File: config.mk
export PLATFORM = sky130hd
export DESIGN_NAME = output_arbiter
export DESIGN_NICKNAME = d
export VERILOG_FILES = /design/src/rtl/noc_pkg.sv /design/src/rtl/rr_picker.sv /design/src/rtl/output_arbiter.sv
export SDC_FILE = /design/constraint.sdc
export NUM_CORES = 1
export LEC_CHECK = 0
export CORE_AREA = 2 2 259 261
export DETAILED_ROUTE_END_ITERATION = 10
export DIE_AREA = 0 0 261 263
export SKIP_LAST_GASP = 1
export SYNTH_ARGS = -nofsm -noshare
export SYNTH_HDL_FRONTEND = slang
export SYNTH_SLANG_ARGS = --single-unit
File: constraint.sdc
create_clock -name clk -period 1.8 [get_ports clk]
set_input_delay 0.36 -clock clk [delete_from_list [all_inputs] [get_ports clk]]
set_output_delay 0.36 -clock clk [all_outputs]
set_load 0.01 [all_outputs]
File: src/rtl/noc_pkg.sv
// Shared router definitions: default port/word geometry, the output arbiter
// state encoding and the helper that locates a port's slice in a flat bus.
package noc_pkg;

  localparam int NOC_NUM_PORTS  = 4;
  localparam int NOC_WORD_WIDTH = 128;

  typedef enum logic [1:0] {
    ARB_IDLE = 2'd0,
    ARB_REQ  = 2'd1,
    ARB_WAIT = 2'd2,
    ARB_XFER = 2'd3
  } arb_state_e;

  // Low bit of port idx inside a flat {port N-1, ..., port 0} data bus.
  function automatic int unsigned port_slice_lo(input int unsigned idx,
                                                input int unsigned width);
    return idx * width;
  endfunction

endpackage

File: src/rtl/rr_picker.sv
// Combinational round-robin select: first set bit of req scanning upward
// from last_grant+1 with wrap; found is low when req is all zero.
module rr_picker #(
  parameter int N     = 4,
  parameter int LOG_N = 2
) (
  input  logic [N-1:0]     req,
  input  logic [LOG_N-1:0] last_grant,
  output logic [LOG_N-1:0] pick,
  output logic             found
);

  always_comb begin
    pick  = '0;
    found = 1'b0;
    for (int k = 1; k <= N; k++) begin
      if (!found && req[(int'(last_grant) + k) % N]) begin
        found = 1'b1;
        pick  = LOG_N'((int'(last_grant) + k) % N);
      end
    end
  end

endmodule

File: src/rtl/output_arbiter.sv
// Round-robin output arbiter: grants one buffered port at a time and forwards
// its drained word stream. Define OUTPUT_ARBITER_PERF_EN for word/grant counters.
module output_arbiter
  import noc_pkg::*;
#(
  parameter int NUM_PORTS     = NOC_NUM_PORTS,
  parameter int LOG_NUM_PORTS = 2,
  parameter int WORD_WIDTH    = NOC_WORD_WIDTH,
  parameter int WAIT_TIMEOUT  = 4
) (
  input  logic                            clk,
  input  logic                            rst,
  input  logic [NUM_PORTS-1:0]            port_empty,
  input  logic [NUM_PORTS-1:0]            port_is_writing,
  input  logic [NUM_PORTS*WORD_WIDTH-1:0] port_data,
  output logic [NUM_PORTS-1:0]            port_read_enable,
  output logic [WORD_WIDTH-1:0]           out_data,
  output logic                            out_valid,
  output logic [LOG_NUM_PORTS-1:0]        grant_id,
  output logic                            busy,
  output logic                            timeout_err,
`ifdef OUTPUT_ARBITER_PERF_EN
  output logic [31:0]                     word_count,
  output logic [15:0]                     grant_count,
`endif
  output arb_state_e                      state_dbg
);

  // Handshake: port_read_enable is a one-cycle, one-hot drain request issued
  // only from REQ; the granted port answers with port_is_writing high for each
  // valid word, and its first low cycle marks the end of the burst.

  localparam int WCW = $clog2(WAIT_TIMEOUT + 1);

  arb_state_e               state;
  logic [LOG_NUM_PORTS-1:0] last_grant;
  logic [LOG_NUM_PORTS-1:0] pick;
  logic                     found;
  logic [WCW-1:0]           wait_cnt;
  logic                     gnt_writing;
  logic [WORD_WIDTH-1:0]    gnt_data;

  rr_picker #(
    .N    (NUM_PORTS),
    .LOG_N(LOG_NUM_PORTS)
  ) u_picker (
    .req       (~port_empty),
    .last_grant(last_grant),
    .pick      (pick),
    .found     (found)
  );

  assign gnt_writing = port_is_writing[grant_id];
  assign gnt_data    = port_data[port_slice_lo(32'(grant_id), WORD_WIDTH) +: WORD_WIDTH];
  assign busy        = (state != ARB_IDLE);
  assign state_dbg   = state;

  always_ff @(posedge clk or negedge rst) begin
    if (!rst) begin
      state            <= ARB_IDLE;
      port_read_enable <= '0;
      out_data         <= '0;
      out_valid        <= 1'b0;
      grant_id         <= '0;
      timeout_err      <= 1'b0;
      last_grant       <= LOG_NUM_PORTS'(NUM_PORTS - 1);
      wait_cnt         <= '0;
    end else begin
      port_read_enable <= '0;
      timeout_err      <= 1'b0;
      case (state)
        ARB_IDLE: begin
          out_valid <= 1'b0;
          if (found) begin
            grant_id         <= pick;
            port_read_enable <= NUM_PORTS'(1) << pick;
            state            <= ARB_REQ;
          end
        end
        ARB_REQ: begin
          wait_cnt <= '0;
          state    <= ARB_WAIT;
        end
        ARB_WAIT: begin
          if (gnt_writing) begin
            out_data  <= gnt_data;
            out_valid <= 1'b1;
            state     <= ARB_XFER;
          end else if (wait_cnt == WCW'(WAIT_TIMEOUT - 1)) begin
            // Port never answered; rotate past it so others are not starved.
            timeout_err <= 1'b1;
            last_grant  <= grant_id;
            state       <= ARB_IDLE;
          end else begin
            wait_cnt <= wait_cnt + 1'b1;
          end
        end
        ARB_XFER: begin
          if (gnt_writing) begin
            out_data  <= gnt_data;
            out_valid <= 1'b1;
          end else begin
            out_valid  <= 1'b0;
            last_grant <= grant_id;
            state      <= ARB_IDLE;
          end
        end
        default: state <= ARB_IDLE;
      endcase
    end
  end

`ifdef OUTPUT_ARBITER_PERF_EN
  always_ff @(posedge clk or negedge rst) begin
    if (!rst) begin
      word_count  <= '0;
      grant_count <= '0;
    end else begin
      if (out_valid)         word_count  <= word_count + 32'd1;
      if (state == ARB_REQ)  grant_count <= grant_count + 16'd1;
    end
  end
`endif

endmodule

==> impl_metrics.yaml <==
place:
  hpwl_mm: 34.2
  place_area_um2: 17100
  routabilityCongestion: 0.888
  io_buffers: 660
  post-place-ws_ns: -0.491
sta:
  maxSlewViolCount: 0
  fin_skew_ns: 0.0124
  hold_viol_final: 0
  fmax_mhz: 515
  slew_headroom_pct: 64.3
  setup_viol: 129
  worst_pin_slew_ns: 0.535
  finalCritPeriodShare_pct: 108
  min_period_ns: 1.94
  worst_slack_ns: -0.141
  rsz0062_at_grt: "yes"
worst_setup_path:
  endpoint_kind: "register"
  critPathMaxFanout: 7
  worstPathArrival_ns: 2.30
  cp_common_cell: "buf_12"
  crit_required_ns: 2.16
  crit_chain: "buf_12 -> buf_16 -> buf_12 -> mux4_2 -> mux2_4"
  path_class: "reg -> reg"
  startpoint_type: "register"
  slowest_stage: "mux4_2"
  worst_path_largest_cell_delay_ns: 0.55
clock_network:
  cts_tree: "built"
  cts-root-buf: "clkbuf_16"
  clockBufferDepth: 2
  clk_latency_ns: 0.47
  cts_inserted_buffers: 17
  cts_sinks: 143
  clk_pin_slew_ns: 0.07
  cts_htree_levels: 4
synth:
  synth-main-ff-cell: "dfrtp_1"
  yosys.area.top_type: "dfrtp_1"
  ys_top_cells_by_count: "dfrtp_1, mux4_2, mux2_4"
  syn_nets: 1027
  ys_ff_latch: 143
  synth.yosys.seq_area_share_pct: 39.2
  syn_inst: 503
  netlist_area_um2: 9130
  synth-edff-count: 0
  synth.distinct_cells: 33
  async_flop_share_pct: 100
  avgSynthCellArea_um2: 18.1
  yosys_warnings: 0
  synthTopCellsByArea: "dfrtp_1, mux4_2, mux2_4"
  post-synth-top-count-cell: "dfrtp_1"
  yosysTopAreaCellShare_pct: 38.7
routing:
  first_iter_violations: 300
  ant_nets: 0
  dr_wl_met3_mm: 4.04
  routedWlPerCell_um: 20.2
  via_count: 7936
  wl_mm: 42.3
  via_per_inst: 3.79
  wl_met1_mm: 15.3
  wl_met2_mm: 22.0
  drc: 0
  highest_layer: "met5"
  firstDrtPassIters: 4
pwr:
  switching_share_pct: 33.9
  p_clk_share_pct: 14.0
  powerDensity_nw_per_um2: 1540
  p_seq_share_pct: 21.5
  pwr-share-comb_pct: 64.4
  switchingPower_w: 0.00954
  p_int_w: 0.0186
  leakage_nw: 7.66
  ir_drop_mv: 0.773
floorplan:
  dieArea_um2: 68600
  die_w_um: 261
  io_pins: 661
  fp.dieH_um: 263
  core_area_um2: 65600
  rows: 94
  initial_core_util_pct: 13.9
flow_run:
  drv_cap: 0
global_routing:
  grt_pass1_vias: 8840
  grt_max_degree: 53
  grt-ovfl-total: 0
  grt_first_pass_wirelength_mm: 58.1
  track_usage_pct: 11.8
  antenna_found_initial: 3
cells_and_area:
  drive_above_1_share_pct: 31.4
  design_area_um2: 18300
  nets: 1742
  syn2layout_area_growth_pct: 100
  seq_area_um2: 3590
  multi_input_area_um2: 5150
  fillers: 6673
run_status:
  violations: "negative setup slack"
  status: "finished with violations"
hold_path:
  hold_class: "in -> async"
[critical path, delay by kind of cell, from the launching register on]
family	cells	cell delay (ns)
buf+inv	3	0.48
flops	1	0.49
mux	2	0.83
[flip-flops by register name, summed over array words and instances (netlist names)]
signal            count
timeout_err           1
last_grant            2
state_dbg             2
port_read_enable      4
out_valid             1
grant_id              2
out_data            128
wait_cnt              3
[placed cells by master, fill, tap and decap left out, types with 2 or more instances in the layout]
cell,Yosys,layout
buf_12,11,17
buf_16,0,9
buf_4,10,37
buf_6,4,6
buf_8,0,9
bufinv_16,0,4
clkbuf_16,0,21
clkbuf_2,0,2
clkdlybuf4s50_1,0,552
clkinv_4,0,4
dfrtp_1,141,138
dfrtp_4,0,2
dfstp_2,2,2
dlygate4sd2_1,0,65
dlymetal6s2s_1,0,38
ha_1,2,2
inv_1,3,3
inv_6,0,4
mux2_2,23,22
mux2_4,109,110
mux2i_4,1,3
mux4_2,128,128
nand2_1,6,6
nand2b_1,2,2
nand3_1,4,4
nor2_1,7,6
nor2b_1,6,6
nor3b_1,2,2
o21ai_0,7,7
or3_1,2,2
[power groups by stage]
stage / registers [W] / clock network [W] / logic, W
4_1_cts: 0.00609 / 0.00414 / 0.0182
3_5_place_dp: 0.00615 / 0 / 0.0175
5_1_grt: 0.00627 / 0.00427 / 0.0192
2_1_floorplan: 0.00656 / 0 / 0.00979
3_3_place_gp: 0.00614 / 0 / 0.0173
6_report: 0.00606 / 0.00395 / 0.0181
[cell type report]
| class | instances | share of cell area (%) |
|---|---|---|
| antenna | 1 | 0.0137 |
| clock buffer | 18 | 2.41 |
| clock inverter | 14 | 1.11 |
| inverter | 3 | 0.0617 |
| multi-input combinational | 312 | 28.2 |
| sequential | 143 | 19.7 |
| tap | 864 | 5.92 |
| timing repair buffer | 741 | 42.6 |
[metrics by stage]
step / total power, W / utilization (%) / hold slack (ns) / instances / TNS [ns]
4_1_cts: 0.0284 / 27.4 / 0.422 / 2086 / -17.51
2_1_floorplan: 0.0164 / - / 0.0644 / 503 / -1.91
3_3_place_gp: 0.0234 / 26.0 / 0.353 / 2039 / -51.35
6_report: 0.0281 / 27.8 / 0.446 / 2096 / -13.44
3_5_place_dp: 0.0237 / 26.0 / 0.359 / 2039 / -57.57
5_1_grt: 0.0298 / 27.8 / 0.451 / 2095 / -20.84
[layer usage]
metal,track usage (%),up-vias
met2,21.3,439
met3,4.47,51
met4,3.96,2
met5,0,-
met1,12.3,3953
li1,-,3491
[worst paths after layout]
check | slack [ns] | startpoint | cells after the start | endpoint
min in group clk | 0.50 | out_data[31] | 1 | out_data[31]
worst max register to register | -0.14 | grant_id[0] | 5 | out_data[16]
max in group asynchronous | 0.78 | rst | 3 | out_data[54]
worst max-delay path | -0.14 | grant_id[0] | 5 | out_data[16]
worst min register to register | 0.50 | out_data[31] | 1 | out_data[31]
worst min-delay path | 0.45 | rst | 2 | out_data[119]
[repair_timing]
action / 4_1_cts / 5_1_grt
cloned: 5 / 4
setup endpoints to repair: 199 / 169
hold endpoints to repair: 29 / 0
pin swaps: 1 / 1
buffers inserted: 9 / 7
gates resized for setup: 106 / 56
hold buffers: 1 / 0
[logic make-up (layout without fill, tap and decap cells)]
family | Yosys count | count (layout) | synth area share [%]
flops | 143 | 143 | 39.2
simple gates | 33 | 33 | 1.89
buf+inv | 48 | 776 | 4.77
other cells | 0 | 1 | 0
mux | 263 | 263 | 52.8
compound gates | 14 | 14 | 0.987
fa+ha+maj | 2 | 2 | 0.274
No activity file was read; power rests on OpenSTA's default activity.
